File: src/rtl/lsu_mem_ctrl_pkg.sv
// Shared definitions for the load/store unit: bus widths, execute-info
// field positions, LSU state and access-size encodings, and small helpers
// for natural-alignment handling.
// Optional feature macro: LSU_MISALIGN_TRAP_EN. When defined, misaligned
// half/word accesses raise misalign_o instead of being issued. When it is
// undefined, low address bits are masked to natural alignment.
package lsu_mem_ctrl_pkg;

  localparam int REG_BUS      = 32;
  localparam int MEM_ADDR_BUS = 32;
  localparam int REG_ADDR_BUS = 5;
  localparam int EXE_INFO_BUS = 5;

  // Bit positions of the memory-operation fields inside exe_info_bus_i
  localparam int EXE_MEM_RE      = 0;
  localparam int EXE_MEM_WE      = 1;
  localparam int EXE_MEM_SIZE_LO = 2;
  localparam int EXE_MEM_SIZE_HI = 3;
  localparam int EXE_MEM_UNS     = 4;

  typedef enum logic [1:0] {
    LSU_IDLE = 2'd0,
    LSU_REQ  = 2'd1,
    LSU_WAIT = 2'd2,
    LSU_DONE = 2'd3
  } lsu_state_e;

  typedef enum logic [1:0] {
    MEM_SIZE_B = 2'b00,
    MEM_SIZE_H = 2'b01,
    MEM_SIZE_W = 2'b10
  } mem_size_e;

  // Byte offset inside the word after forcing natural alignment; the
  // unused size code 11 is handled as a word access
  function automatic logic [1:0] align_offset(input logic [1:0] size,
                                              input logic [1:0] addr_lo);
    logic [1:0] off;
    case (size)
      MEM_SIZE_B: off = addr_lo;
      MEM_SIZE_H: off = {addr_lo[1], 1'b0};
      default:    off = 2'b00;
    endcase
    return off;
  endfunction

  // True when a half or word access is not naturally aligned
  function automatic logic is_misaligned(input logic [1:0] size,
                                         input logic [1:0] addr_lo);
    logic mis;
    case (size)
      MEM_SIZE_B: mis = 1'b0;
      MEM_SIZE_H: mis = addr_lo[0];
      default:    mis = (addr_lo != 2'b00);
    endcase
    return mis;
  endfunction

endpackage

File: src/rtl/dff_lrc.sv
// Generic register with synchronous active-high reset, synchronous clear
// and load enable. Reset and clear both return the register to RST_VAL;
// reset has priority over clear, clear has priority over load.
module dff_lrc #(
  parameter int               WIDTH   = 1,
  parameter logic [WIDTH-1:0] RST_VAL = '0
) (
  input  logic             clk,
  input  logic             rst,
  input  logic             clr,
  input  logic             ld,
  input  logic [WIDTH-1:0] d,
  output logic [WIDTH-1:0] q
);

  // Register update: reset, then clear, then load
  always_ff @(posedge clk) begin
    if (rst) begin
      q <= RST_VAL;
    end else if (clr) begin
      q <= RST_VAL;
    end else if (ld) begin
      q <= d;
    end
  end

endmodule

File: src/rtl/lsu_align.sv
// Combinational data formatting for the LSU: store byte enables and lane
// replication, plus load lane extraction with sign or zero extension.
// The byte offset arriving here is already naturally aligned.
module lsu_align
  import lsu_mem_ctrl_pkg::*;
(
  input  logic [1:0]         size,
  input  logic               uns,
  input  logic [1:0]         addr_lo,
  input  logic [REG_BUS-1:0] st_data,
  input  logic [REG_BUS-1:0] rdata,
  output logic [3:0]         be,
  output logic [REG_BUS-1:0] wdata,
  output logic [REG_BUS-1:0] ld_data
);

  logic [REG_BUS-1:0] shifted;

  // Store side: replicate the small operand to every lane so the byte
  // enables alone select where it lands in memory
  always_comb begin
    be    = 4'b1111;
    wdata = st_data;
    case (size)
      MEM_SIZE_B: begin
        be    = 4'b0001 << addr_lo;
        wdata = {4{st_data[7:0]}};
      end
      MEM_SIZE_H: begin
        be    = 4'b0011 << {addr_lo[1], 1'b0};
        wdata = {2{st_data[15:0]}};
      end
      default: begin
        be    = 4'b1111;
        wdata = st_data;
      end
    endcase
  end

  // Load side: bring the addressed lane down to bit 0, then extend
  always_comb begin
    shifted = rdata >> {addr_lo, 3'b000};
    ld_data = shifted;
    case (size)
      MEM_SIZE_B: ld_data = uns ? {24'd0, shifted[7:0]}
                                : {{24{shifted[7]}}, shifted[7:0]};
      MEM_SIZE_H: ld_data = uns ? {16'd0, shifted[15:0]}
                                : {{16{shifted[15]}}, shifted[15:0]};
      default:    ld_data = shifted;
    endcase
  end

endmodule

File: src/rtl/lsu_mem_ctrl.sv
// Load/store unit behind the EX/LS pipeline register. Non-memory ops pass
// straight through to writeback; memory ops run a req/gnt/rvalid handshake
// on the data bus while holding a stall request, then present writeback in
// the DONE state. At most one transaction is ever outstanding.
// Optional feature macro: LSU_MISALIGN_TRAP_EN (trap instead of masking
// misaligned half/word addresses).
module lsu_mem_ctrl
  import lsu_mem_ctrl_pkg::*;
(
  input  logic                    clk,
  input  logic                    rst,
  input  logic                    rd_we_i,
  input  logic [REG_BUS-1:0]      rd_mem_data_i,
  input  logic [REG_ADDR_BUS-1:0] rd_addr_i,
  input  logic [MEM_ADDR_BUS-1:0] mem_addr_i,
  input  logic [EXE_INFO_BUS-1:0] exe_info_bus_i,
  input  logic [5:0]              flush_i,
  output logic                    stall_req_o,
  output logic                    dbus_req_o,
  output logic                    dbus_we_o,
  output logic [MEM_ADDR_BUS-1:0] dbus_addr_o,
  output logic [3:0]              dbus_be_o,
  output logic [REG_BUS-1:0]      dbus_wdata_o,
  input  logic                    dbus_gnt_i,
  input  logic                    dbus_rvalid_i,
  input  logic [REG_BUS-1:0]      dbus_rdata_i,
  output logic                    rd_we_o,
  output logic [REG_ADDR_BUS-1:0] rd_addr_o,
  output logic [REG_BUS-1:0]      rd_wdata_o,
  output logic                    misalign_o
);

  logic               mem_re;
  logic               mem_we;
  logic [1:0]         mem_size;
  logic               mem_uns;
  logic               mem_op;
  logic               mem_go;
  logic               kill;
  logic               misaligned;
  logic [1:0]         addr_lo;
  logic [3:0]         fmt_be;
  logic [REG_BUS-1:0] fmt_wdata;
  logic [REG_BUS-1:0] fmt_ld_data;

  lsu_state_e         state_q;
  lsu_state_e         state_d;
  logic [1:0]         state_bits;
  logic               bus_req;
  logic               capture;
  logic               set_kill;
  logic               kill_q;
  logic [REG_BUS-1:0] ld_data_q;

  logic               flush_unused;

  assign mem_re   = exe_info_bus_i[EXE_MEM_RE];
  assign mem_we   = exe_info_bus_i[EXE_MEM_WE];
  assign mem_size = exe_info_bus_i[EXE_MEM_SIZE_HI:EXE_MEM_SIZE_LO];
  assign mem_uns  = exe_info_bus_i[EXE_MEM_UNS];
  assign mem_op   = mem_re | mem_we;
  assign kill     = flush_i[4];

  // Only the LS-stage flush bit concerns this unit
  assign flush_unused = ^{flush_i[5], flush_i[3:0]};

`ifdef LSU_MISALIGN_TRAP_EN
  assign misaligned = mem_op & is_misaligned(mem_size, mem_addr_i[1:0]);
  assign misalign_o = (state_q == LSU_IDLE) & misaligned & ~kill;
`else
  assign misaligned = 1'b0;
  assign misalign_o = 1'b0;
`endif

  // A trapped access never reaches the bus; masking the offset is harmless
  // in the trap build since only aligned accesses go out
  assign mem_go  = mem_op & ~misaligned;
  assign addr_lo = align_offset(mem_size, mem_addr_i[1:0]);

  lsu_align u_align (
    .size    (mem_size),
    .uns     (mem_uns),
    .addr_lo (addr_lo),
    .st_data (rd_mem_data_i),
    .rdata   (dbus_rdata_i),
    .be      (fmt_be),
    .wdata   (fmt_wdata),
    .ld_data (fmt_ld_data)
  );

  // Next-state logic: request from IDLE/REQ, absorb the response in WAIT
  always_comb begin
    state_d  = state_q;
    bus_req  = 1'b0;
    capture  = 1'b0;
    set_kill = 1'b0;
    case (state_q)
      LSU_IDLE: begin
        if (mem_go && !kill) begin
          bus_req = 1'b1;
          state_d = dbus_gnt_i ? LSU_WAIT : LSU_REQ;
        end
      end
      LSU_REQ: begin
        if (kill || !mem_go) begin
          state_d = LSU_IDLE;
        end else begin
          bus_req = 1'b1;
          if (dbus_gnt_i) begin
            state_d = LSU_WAIT;
          end
        end
      end
      LSU_WAIT: begin
        set_kill = kill;
        if (dbus_rvalid_i) begin
          capture = 1'b1;
          state_d = LSU_DONE;
        end
      end
      LSU_DONE: begin
        state_d = LSU_IDLE;
      end
      default: begin
        state_d = LSU_IDLE;
      end
    endcase
  end

  dff_lrc #(.WIDTH(2), .RST_VAL(LSU_IDLE)) u_state_reg (
    .clk (clk),
    .rst (rst),
    .clr (1'b0),
    .ld  (1'b1),
    .d   (state_d),
    .q   (state_bits)
  );

  assign state_q = lsu_state_e'(state_bits);

  dff_lrc #(.WIDTH(REG_BUS)) u_ld_data_reg (
    .clk (clk),
    .rst (rst),
    .clr (1'b0),
    .ld  (capture),
    .d   (fmt_ld_data),
    .q   (ld_data_q)
  );

  // The kill mark lives only until the flushed access leaves DONE
  dff_lrc #(.WIDTH(1)) u_kill_reg (
    .clk (clk),
    .rst (rst),
    .clr (state_q == LSU_DONE),
    .ld  (set_kill),
    .d   (1'b1),
    .q   (kill_q)
  );

  // WAIT always stalls because the response must be absorbed even when
  // the instruction was flushed; IDLE/REQ stall exactly while requesting
  assign stall_req_o = (state_q == LSU_WAIT) | bus_req;

  // Bus fields are zero when idle so the port is quiet between accesses
  always_comb begin
    dbus_req_o   = bus_req;
    dbus_we_o    = bus_req & mem_we;
    dbus_addr_o  = '0;
    dbus_be_o    = '0;
    dbus_wdata_o = '0;
    if (bus_req) begin
      dbus_addr_o  = {mem_addr_i[MEM_ADDR_BUS-1:2], 2'b00};
      dbus_be_o    = fmt_be;
      dbus_wdata_o = fmt_wdata;
    end
  end

  // Writeback: pass-through for non-memory ops, load result in DONE
  always_comb begin
    rd_we_o    = 1'b0;
    rd_addr_o  = rd_addr_i;
    rd_wdata_o = '0;
    if (!mem_op) begin
      rd_we_o    = rd_we_i & ~kill;
      rd_wdata_o = rd_mem_data_i;
    end else if (state_q == LSU_DONE) begin
      rd_we_o    = mem_re & rd_we_i & ~kill_q & ~kill;
      rd_wdata_o = ld_data_q;
    end
  end

endmodule

File: config.mk
export PLATFORM = sky130hd
export DESIGN_NAME = lsu_mem_ctrl
export DESIGN_NICKNAME = d
export VERILOG_FILES = /design/src/rtl/lsu_mem_ctrl_pkg.sv /design/src/rtl/dff_lrc.sv /design/src/rtl/lsu_align.sv /design/src/rtl/lsu_mem_ctrl.sv
export SDC_FILE = /design/constraint.sdc
export NUM_CORES = 1
export LEC_CHECK = 0
export ABC_AREA = 1
export CAP_MARGIN = 20
export CORE_MARGIN = 2
export CORE_UTILIZATION = 41
export CTS_BUF_LIST = sky130_fd_sc_hd__clkbuf_2
export CTS_CLUSTER_SIZE = 40
export DETAILED_ROUTE_END_ITERATION = 10
export HOLD_SLACK_MARGIN = 0.06
export PLACE_DENSITY = 0.95
export REMOVE_ABC_BUFFERS = 1
export SLEW_MARGIN = 20
export SYNTH_ARGS = -nofsm -noshare
export SYNTH_HDL_FRONTEND = slang
export SYNTH_SLANG_ARGS = --single-unit
File: constraint.sdc
create_clock -name clk -period 2.7 [get_ports clk]
set_input_delay 0.27 -clock clk [delete_from_list [all_inputs] [get_ports clk]]
set_output_delay 0.27 -clock clk [all_outputs]
set_load 0.03 [all_outputs]
[After elaboration in Yosys (flattened, before gate mapping)]
Cells that the tools add are included.
Storage, ports and cells
  flip-flop bits (word level): 35
  bits of input ports: 117
  word-level logic and storage cells: 55
Cells by class
  eq/ne operators: 7
  shift-type cells: 3
  mux-type cells: 25
  bitwise operators: 9
  reduce and logical (&&, ||, !) cells: 8
Operator list (count)
  32-bit 2-to-1 mux: 6
  32-bit one-hot mux with 2 select lines: 2
  32-bit by 5-bit >> shifter with 32-bit output: 1
  2-bit 2-to-1 mux: 5
  2-bit one-hot mux with 4 select lines: 1
  4-bit one-hot mux with 2 select lines: 1
  1-bit 2-to-1 mux: 7
  1-bit AND: 5
  2-bit by 1-bit equality test with 1-bit output, second input constant: 2
  2-bit equality test, second input constant: 2
  2-bit zero test: 2
  4-bit 2-to-1 mux: 1
  2-bit != test, second input constant: 2
  2-bit one-hot mux with 2 select lines: 1
  1-bit by 2-bit left shift with 4-bit output, first input constant: 1
  2-bit by 2-bit left shift with 4-bit output, first input constant: 1
  3-bit != test, second input constant: 1
  3-bit AND reduction: 1
  1-bit zero test: 2
  1-bit inverter: 2
  1-bit bitwise OR: 2
  1-bit one-hot mux with 2 select lines: 1
  2-bit OR reduction: 1
  1-bit logical AND: 1
  1-bit logical OR: 1

[Longest topological paths before layout]
Gate-level depths: netlist of run 1.
  word-level depth: 6
  mapped depth: 12
  gate-level depth less buffers: 9

[Cells and area by module]
From an unflattened synthesis of run 1, not the netlist that was laid out.
Second synthesis, totals
  cell total of the unflattened synthesis: 767
  area, all modules: 4012.6 um^2
By module, submodules not included
  dff_lrc (u_ld_data_reg): times used 1, cells each 203, area each 1353.8 um^2, sequential area each 640.6 um^2
  lsu_mem_ctrl: times used 1, cells each 291, area each 1277.5 um^2, sequential area each 0.0 um^2
  lsu_align: times used 1, cells each 253, area each 1247.4 um^2, sequential area each 0.0 um^2
  dff_lrc (u_state_reg): times used 1, cells each 13, area each 88.8 um^2, sequential area each 40.0 um^2
  dff_lrc (u_kill_reg): times used 1, cells each 7, area each 45.0 um^2, sequential area each 20.0 um^2

[Least setup slack after synthesis of run 1]
OpenSTA, ideal clock, no wires.
  path kind: register -> output
  start: register u_state_reg.q[0]
  end: output rd_wdata_o[10]
  arrival time: 1690 ps
  slack: 740 ps
  cell stages (with the launch flop): 5
  path buffers: 2
  path through: dfxtp_1 -> nand2_1 -> clkbuf_1 -> clkbuf_1 -> o31ai_1
Between the ends
  cells in the longest elaborated chain, start to end: 3
RTL lines
  from (decl): RTL line dff_lrc.sv:13  | output logic [WIDTH-1:0] q
  from (signal assigned): RTL line dff_lrc.sv:19  | q <= RST_VAL;
  from (signal assigned): RTL line dff_lrc.sv:21  | q <= RST_VAL;
  from (signal assigned): RTL line dff_lrc.sv:23  | q <= d;
  2-bit equality test: RTL line lsu_mem_ctrl.sv:186  | end else if (state_q == LSU_DONE) begin
  32-bit 2-to-1 mux: RTL line lsu_mem_ctrl.sv:186
  32-bit 2-to-1 mux: RTL line lsu_mem_ctrl.sv:183  | if (!mem_op) begin
  to (decl): RTL line lsu_mem_ctrl.sv:29  | output logic [REG_BUS-1:0] rd_wdata_o,
No other way between the ends.

[Worst setup path after layout of run 1]
  start: input exe_info_bus_i[1]
  end: output dbus_be_o[2]
Between the ends
  cells in the longest elaborated chain, start to end: 6
  elaborated cells between the ends (all ways): 8
  classes of those cells: mux (4); bitwise (1); reduce/logical (3)
RTL lines
  from (decl): RTL line lsu_mem_ctrl.sv:16  | input logic [EXE_INFO_BUS-1:0] exe_info_bus_i,
  1-bit bitwise OR (*): RTL line lsu_mem_ctrl.sv:61  | assign mem_op = mem_re | mem_we;
  1-bit zero test
  1-bit logical OR: RTL line lsu_mem_ctrl.sv:105  | if (kill || !mem_go) begin
  1-bit 2-to-1 mux: RTL line lsu_mem_ctrl.sv:105
  1-bit one-hot mux with 2 select lines (*): RTL line lsu_mem_ctrl.sv:97  | case (state_q)
  4-bit 2-to-1 mux (*): RTL line lsu_mem_ctrl.sv:171  | if (bus_req) begin
  to (decl): RTL line lsu_mem_ctrl.sv:22  | output logic [3:0] dbus_be_o,
Every way passes the cells marked *; elsewhere a longest branch is shown, timed or not.

==> results of run 1 <==
-- tightest hold or removal path, cell delays in order, from the launching register on --
cell,delay [ns]
dfxtp_1,0.35
a21oi_1,0.11
nor3_1,0.06
-- repair_timing --
item	4_1_cts	5_1_grt
hold endpoints to repair	0	0
gates resized for setup	0	18
endpoints found under the setup margin	0	18
-- per-layer routing --
layer / vias up / track usage
met4: 0 / 0.08761
met5: - / 0
li1: 2351 / -
met1: 2101 / 0.2982
met3: 31 / 0.07410
met2: 236 / 0.4716
-- stage by stage --
stage                     hold slack (ns)  power (mW)  utilization  setup WS, ns  setup TNS [ns]
final                              0.5381       1.826       0.6656        0.1286               0
after global routing               0.5402       1.936       0.6656       0.03312               0
after CTS                          0.5226       1.839       0.6602       0.01813               0
after detailed placement           0.4963       1.581       0.6555       0.02598               0
after global placement             0.4995       1.567       0.6555       0.02662               0
after floorplan                    0.3391       1.100            -        -2.120         -129.04
-- registers in the layout, summed over array words and instances (netlist names) --
name / cells
u_ld_data_reg.q: 32
u_state_reg.q: 2
u_kill_reg.q: 1
-- cell type report --
type                    instances  share of cell area
repair buffers                226              0.3863
multi-input cells             416              0.3682
flip-flops and latches         35              0.1225
inverters                     139             0.09232
well taps                     108             0.02363
clock buffers                   7            0.006126
clock inverters                 1           0.0008751
-- placed cells by master, fill, tap and decap left out, drive strengths merged --
cell | netlist | routed
a211oi | 1 | 1
a21oi | 60 | 60
a31oi | 1 | 1
buf | 29 | 42
clkbuf | 21 | 7
clkdlybuf4s50 | 0 | 167
clkinv | 1 | 1
clkinvlp | 0 | 1
conb | 1 | 3
dfxtp | 35 | 35
dlymetal6s2s | 0 | 17
inv | 138 | 138
nand2 | 122 | 122
nand3 | 70 | 70
nor2 | 99 | 99
nor3 | 3 | 3
nor3b | 1 | 1
o21ai | 20 | 20
o221ai | 8 | 8
o31ai | 28 | 28
-- power by group --
part	total [mW]	switching (mW)	internal [mW]
Sequential	0.569	0.0142	0.555
Clock	0.255	0.184	0.0707
Combinational	1.00	0.579	0.423
-- logic make-up (layout without fill, tap and decap cells) --
family / Yosys count / in the layout / synth area share
AO/OA/AOI/OAI: 118 / 118 / 0.1972
buffers and inverters: 189 / 373 / 0.2247
flip-flops: 35 / 35 / 0.1948
other: 1 / 3 / 0.001042
AND/OR/NAND/NOR: 295 / 295 / 0.3823
-- cell usage after synthesis, types with 2 or more instances --
cell type	instances
inv_1	133
nand2_1	117
nor2_1	96
a21oi_1	56
nand3_1	50
dfxtp_1	35
o31ai_1	28
clkbuf_1	20
o21ai_0	20
nand3_2	18
buf_2	10
buf_4	10
o221ai_1	8
a21oi_2	4
buf_1	4
inv_2	4
buf_6	3
nand2_2	3
nor3_1	3
buf_8	2
nand2_4	2
nand3_4	2
nor2_8	2
-- worst max-delay path by stage --
stage | from | depth (start not counted) | slack (ns) | endpoint
floorplan | exe_info_bus_i[0] | 6 | -2.12 | dbus_be_o[3]
global placement | exe_info_bus_i[1] | 8 | 0.03 | dbus_wdata_o[10]
detailed placement | exe_info_bus_i[1] | 8 | 0.03 | dbus_wdata_o[14]
CTS | exe_info_bus_i[1] | 8 | 0.02 | dbus_wdata_o[14]
global route | exe_info_bus_i[0] | 8 | 0.03 | dbus_be_o[2]
finish | exe_info_bus_i[1] | 8 | 0.13 | dbus_be_o[2]
==> flow_summary.ini, run 1 <==
[synth]
ys_ff_latch = 35
ys_dominant_reg_cell = dfxtp_1
async_flop_share = 0
synthCells = 638
synth.avg_cell_area_um2 = 5.638
synth-edff-count = 0
synth_top_cell_area_share = 0.1948
syn_area_um2 = 3597
synth_cell_types = 31
seq_area_frac_synth = 0.1948
synth.area.top_cells = dfxtp_1 (19%), inv_1 (14%), nand2_1 (12%)
yosysWarningCount = 0
synth_top_cell_by_area = dfxtp_1

[final_layout]
nNetsFinal = 940
drive_gt1_frac = 0.1092
seq_area_um2 = 700.7
final_cells = 932
syn_to_final_growth_pct = 58.99
multi_input_area_um2 = 2106
antenna_cells = 0
design_area_um2 = 5719
nFillCells = 748

[clock_tree]
cts_inserted_buffers = 5
cts_tree = done
cts-root-buf = clkbuf_2
post_cts_buffers = 0
clkSinkCount = 35
cts_hold_buf = 0
htreeDepth = 2
clockBufferDepth = 2
clkLatencyLatePin_ns = 0.38
clk_pin_slew_worst_paths_ns = 0.18

[drt]
vias = 4719
dr_wl_met3_um = 1186
drtAntennaViolNets = 0
viasPerCell = 5.063
drt_iter0_markers = 264
wire_per_inst_um = 13.99
dr.max_layer_used = met4
wl_met2_um = 6601
drt-total-wl_um = 13040
drt-pass1-iter-count = 5
drc = 0
m1WireLength_um = 4942

[placement]
gp_congestion = 0.8529
placed_area_um2 = 5633
dp_hpwl_um = 9836
placed_cells = 924
portBuffers = 208

[setup_path]
regToRegStartpoint = u_state_reg.q[1]
crit_buf_inv = 3
slowest_stage = clkdlybuf4s50_1
required_ns = 2.43
rr_worst_depth = 9
crit_path_end_kind = output pin
slowest_delay_ns = 0.67
critPathMaxFanout = 10
cp-start-kind = primary input
cp_cell_sequence = clkdlybuf4s50_1 > nor2_4 > nor2_1 > nand2_2 > clkinvlp_4 > o21ai_0 > nor2_1 > clkdlybuf4s50_1
crit_type = primary input to output pin
crit_family = buffers and inverters
cp_data_arrival_time_ns = 2.30
reg2reg_to = u_ld_data_reg.q[28]
worst-r2r-setup-slack_ns = 1.00

[sta]
fin_skew_ns = 0.02220
hold_viol_final = 0
max_freq_mhz = 388.9
rsz0062_at_grt = false
max-slew-margin-rel = 0.5263
worstMarginPinSlew_ns = 0.7095
final_max_slew_viol_count = 0
finalCritPeriodShare = 0.9524
setup_viol = 0
min_period_ns = 2.571

[die]
coreArea_um2 = 8593
fp.dieW_um = 97.67
die_y_um = 97.67
die_area_um2 = 9538
io_pins = 227
row_count = 34
start_util = 0.4186

[global_route]
antenna_found_initial = 0
grt_pass1_vias = 4323
gr-total-overflow = 0
grt_first_pass_wirelength_um = 20630
gr-usage-all-layers = 0.2628
grt_start_max_net_pins = 52

[min_path]
hold_end = u_kill_reg.q
hp-class = flop to flop
holdPathStages = 2
min-delay-start = u_kill_reg.q

[power_and_ir_drop]
p_per_area_nw_per_um2 = 319.2
p_leak_nw = 2.979
vdd.ir_drop.worst_mv = 0.2122

[run_status]
status = completed

[job]
drv_cap = 0
Power figures use the tool's default switching activity.
==> run 2, diff against run 1 <==
--- a/config.mk
+++ b/config.mk
@@ -6,6 +6,7 @@
 export NUM_CORES = 1
 export LEC_CHECK = 0
 export ABC_AREA = 1
+export ABC_CLOCK_PERIOD_IN_PS = 2700
 export CAP_MARGIN = 20
 export CORE_MARGIN = 2
 export CORE_UTILIZATION = 41
==> results of run 2 <==
Same layout as run 1: the final DEF is identical, and so are final timing and power.
==> run 3, diff against run 2 <==
--- a/config.mk
+++ b/config.mk
@@ -14,8 +14,9 @@
 export CTS_CLUSTER_SIZE = 40
 export DETAILED_ROUTE_END_ITERATION = 10
 export HOLD_SLACK_MARGIN = 0.06
-export PLACE_DENSITY = 0.95
+export PLACE_DENSITY = 0.89
 export REMOVE_ABC_BUFFERS = 1
+export SKIP_CTS_REPAIR_TIMING = 1
 export SLEW_MARGIN = 20
 export SYNTH_ARGS = -nofsm -noshare
 export SYNTH_HDL_FRONTEND = slang
==> run 3 against run 2 <==
- count of clock-buffer cells in the layout down 1
- sequential share of layout area about the same
- design area increased by 0.31%
- routed wire length increased by 3.1%
- fmax is 2.0% higher
- clock skew fell by 0.0090 ns
- critical path type is now flop to output pin
- worst setup slack better by 0.051 ns
- via count is 0.13% higher
- hold slack worse by 0.0018 ns
- cell count down 0.75%
- global-route usage increased by 0.43 points
==> flow_summary.ini, run 3 (synthesized netlist as in run 1, its figures left out) <==
[final_layout]
multi_input_area_um2 = 2106
design_area_um2 = 5737
mostFrequentLayoutCells = clkdlybuf4s50_1 (180), inv_1 (133), nand2_1 (116)
nFillCells = 752
nNetsFinal = 935
syn_to_final_growth_pct = 59.48
final_cells = 925
layout_commonest_cell = clkdlybuf4s50_1
drive_gt1_frac = 0.08446
top_register = u_ld_data_reg.q
largest_reg_flops = 32
antenna_cells = 0
final_util = 0.6676
seq_area_um2 = 700.7
reg_top3 = u_ld_data_reg.q (32), u_state_reg.q (2), u_kill_reg.q (1)

[die]
die_y_um = 97.67
die_area_um2 = 9538
coreArea_um2 = 8593
start_util = 0.4186
io_pins = 227
row_count = 34
fp.dieW_um = 97.67

[setup_path]
crit_type = flop to output pin
crit_path_end_kind = output pin
critPathMaxFanout = 29
required_ns = 2.43
cp_data_arrival_time_ns = 2.25
cp-start-kind = flop
worst-r2r-setup-slack_ns = 0.70

[power_and_ir_drop]
p_leak_nw = 2.941
p_per_area_nw_per_um2 = 318.0
swShare = 0.4302
pwr-share-comb = 0.553
total_power_mw = 1.824
vdd.ir_drop.worst_mv = 0.1859
p_int_mw = 1.039
p_seq_frac = 0.313
switching_power_mw = 0.7849
p_clk_frac = 0.134

[sta]
hold_viol_final = 0
min_period_ns = 2.520
finalCritPeriodShare = 0.9334
final_max_slew_viol_count = 0
setup_ws_ns = 0.1799
max-slew-margin-rel = 0.5482
rsz0062_at_grt = false
fin_skew_ns = 0.01324
setup_viol = 0
max_freq_mhz = 396.8
finalSetupTns_ns = 0
worstMarginPinSlew_ns = 0.6768
whs_ns = 0.5362

[drt]
viasPerCell = 5.108
drt_iter0_markers = 279
wire_per_inst_um = 14.53
drt-total-wl_um = 13440
vias = 4725
drtAntennaViolNets = 0
drt-pass1-iter-count = 6
drc = 0

[clock_tree]
cts-root-buf = clkbuf_2
clk_pin_slew_worst_paths_ns = 0.18
htreeDepth = 2
cts_inserted_buffers = 5
clkLatencyLatePin_ns = 0.40
cts_tree = done
clockBufferDepth = 2
clkSinkCount = 35

[global_route]
grt_pass1_vias = 4385
grt_first_pass_wirelength_um = 21200
gr-usage-all-layers = 0.2672
grt_start_max_net_pins = 67
antenna_found_initial = 0
gr-total-overflow = 0

[placement]
portBuffers = 208
place_ws_ns = -0.002622
placed_cells = 919
placed_area_um2 = 5658
dp_hpwl_um = 9781
gp_congestion = 0.8752

[min_path]
hp-class = flop to flop

[job]
drv_cap = 0

[run_status]
status = completed
[run 3: changes by cell type in the layout (fill, tap and decap cells not counted)]
cell / before / now
clkbuf_2: 7 / 6
buf_12: 1 / 3
buf_4: 40 / 20
buf_2: 1 / 0
clkdlybuf4s50_1: 167 / 180
dlymetal6s2s_1: 17 / 18
clkinv_2: 1 / 0
[run 3: worst paths after layout]
kind                    startpoint             endpoint  cells past startpoint
setup / recovery  u_state_reg.q[0]       rd_wdata_o[20]                      4
setup reg to reg  u_state_reg.q[1]  u_ld_data_reg.q[25]                      9
hold reg to reg       u_kill_reg.q         u_kill_reg.q                      2
hold / removal        u_kill_reg.q         u_kill_reg.q                      2
[run 3: power groups by stage]
| stage | clock network, mW | logic [mW] | registers (mW) |
|---|---|---|---|
| 6_report | 0.245 | 1.01 | 0.570 |
| 5_1_grt | 0.268 | 1.08 | 0.575 |
| 2_1_floorplan | 0 | 0.523 | 0.577 |
| 4_1_cts | 0.245 | 1.01 | 0.570 |
| 3_5_place_dp | 0 | 1.01 | 0.581 |
| 3_3_place_gp | 0 | 0.987 | 0.579 |
[run 3: metal layers]
metal,wire [µm],part of all wire,GRT usage,vias to the layer above
li1,-,-,-,2336
met1,5039,0.37,0.3007,2097
met2,6827,0.51,0.5056,267
met3,1303,0.097,0.05612,25
met4,270,0.020,0.07051,0
met5,0,0,0,-
[run 3: worst max-delay path, stage by stage (launching register included)]
cell	delay, ns
dfxtp_1	0.48
nand2_1	0.08
buf_4	0.25
o31ai_1	0.32
clkdlybuf4s50_1	0.72
[run 3: layout make-up]
type,count,area share
inverters,139,0.09204
repair buffers,221,0.3900
well taps,108,0.02356
clock buffers,6,0.005234
multi-input cells,416,0.3671
flip-flops and latches,35,0.1221
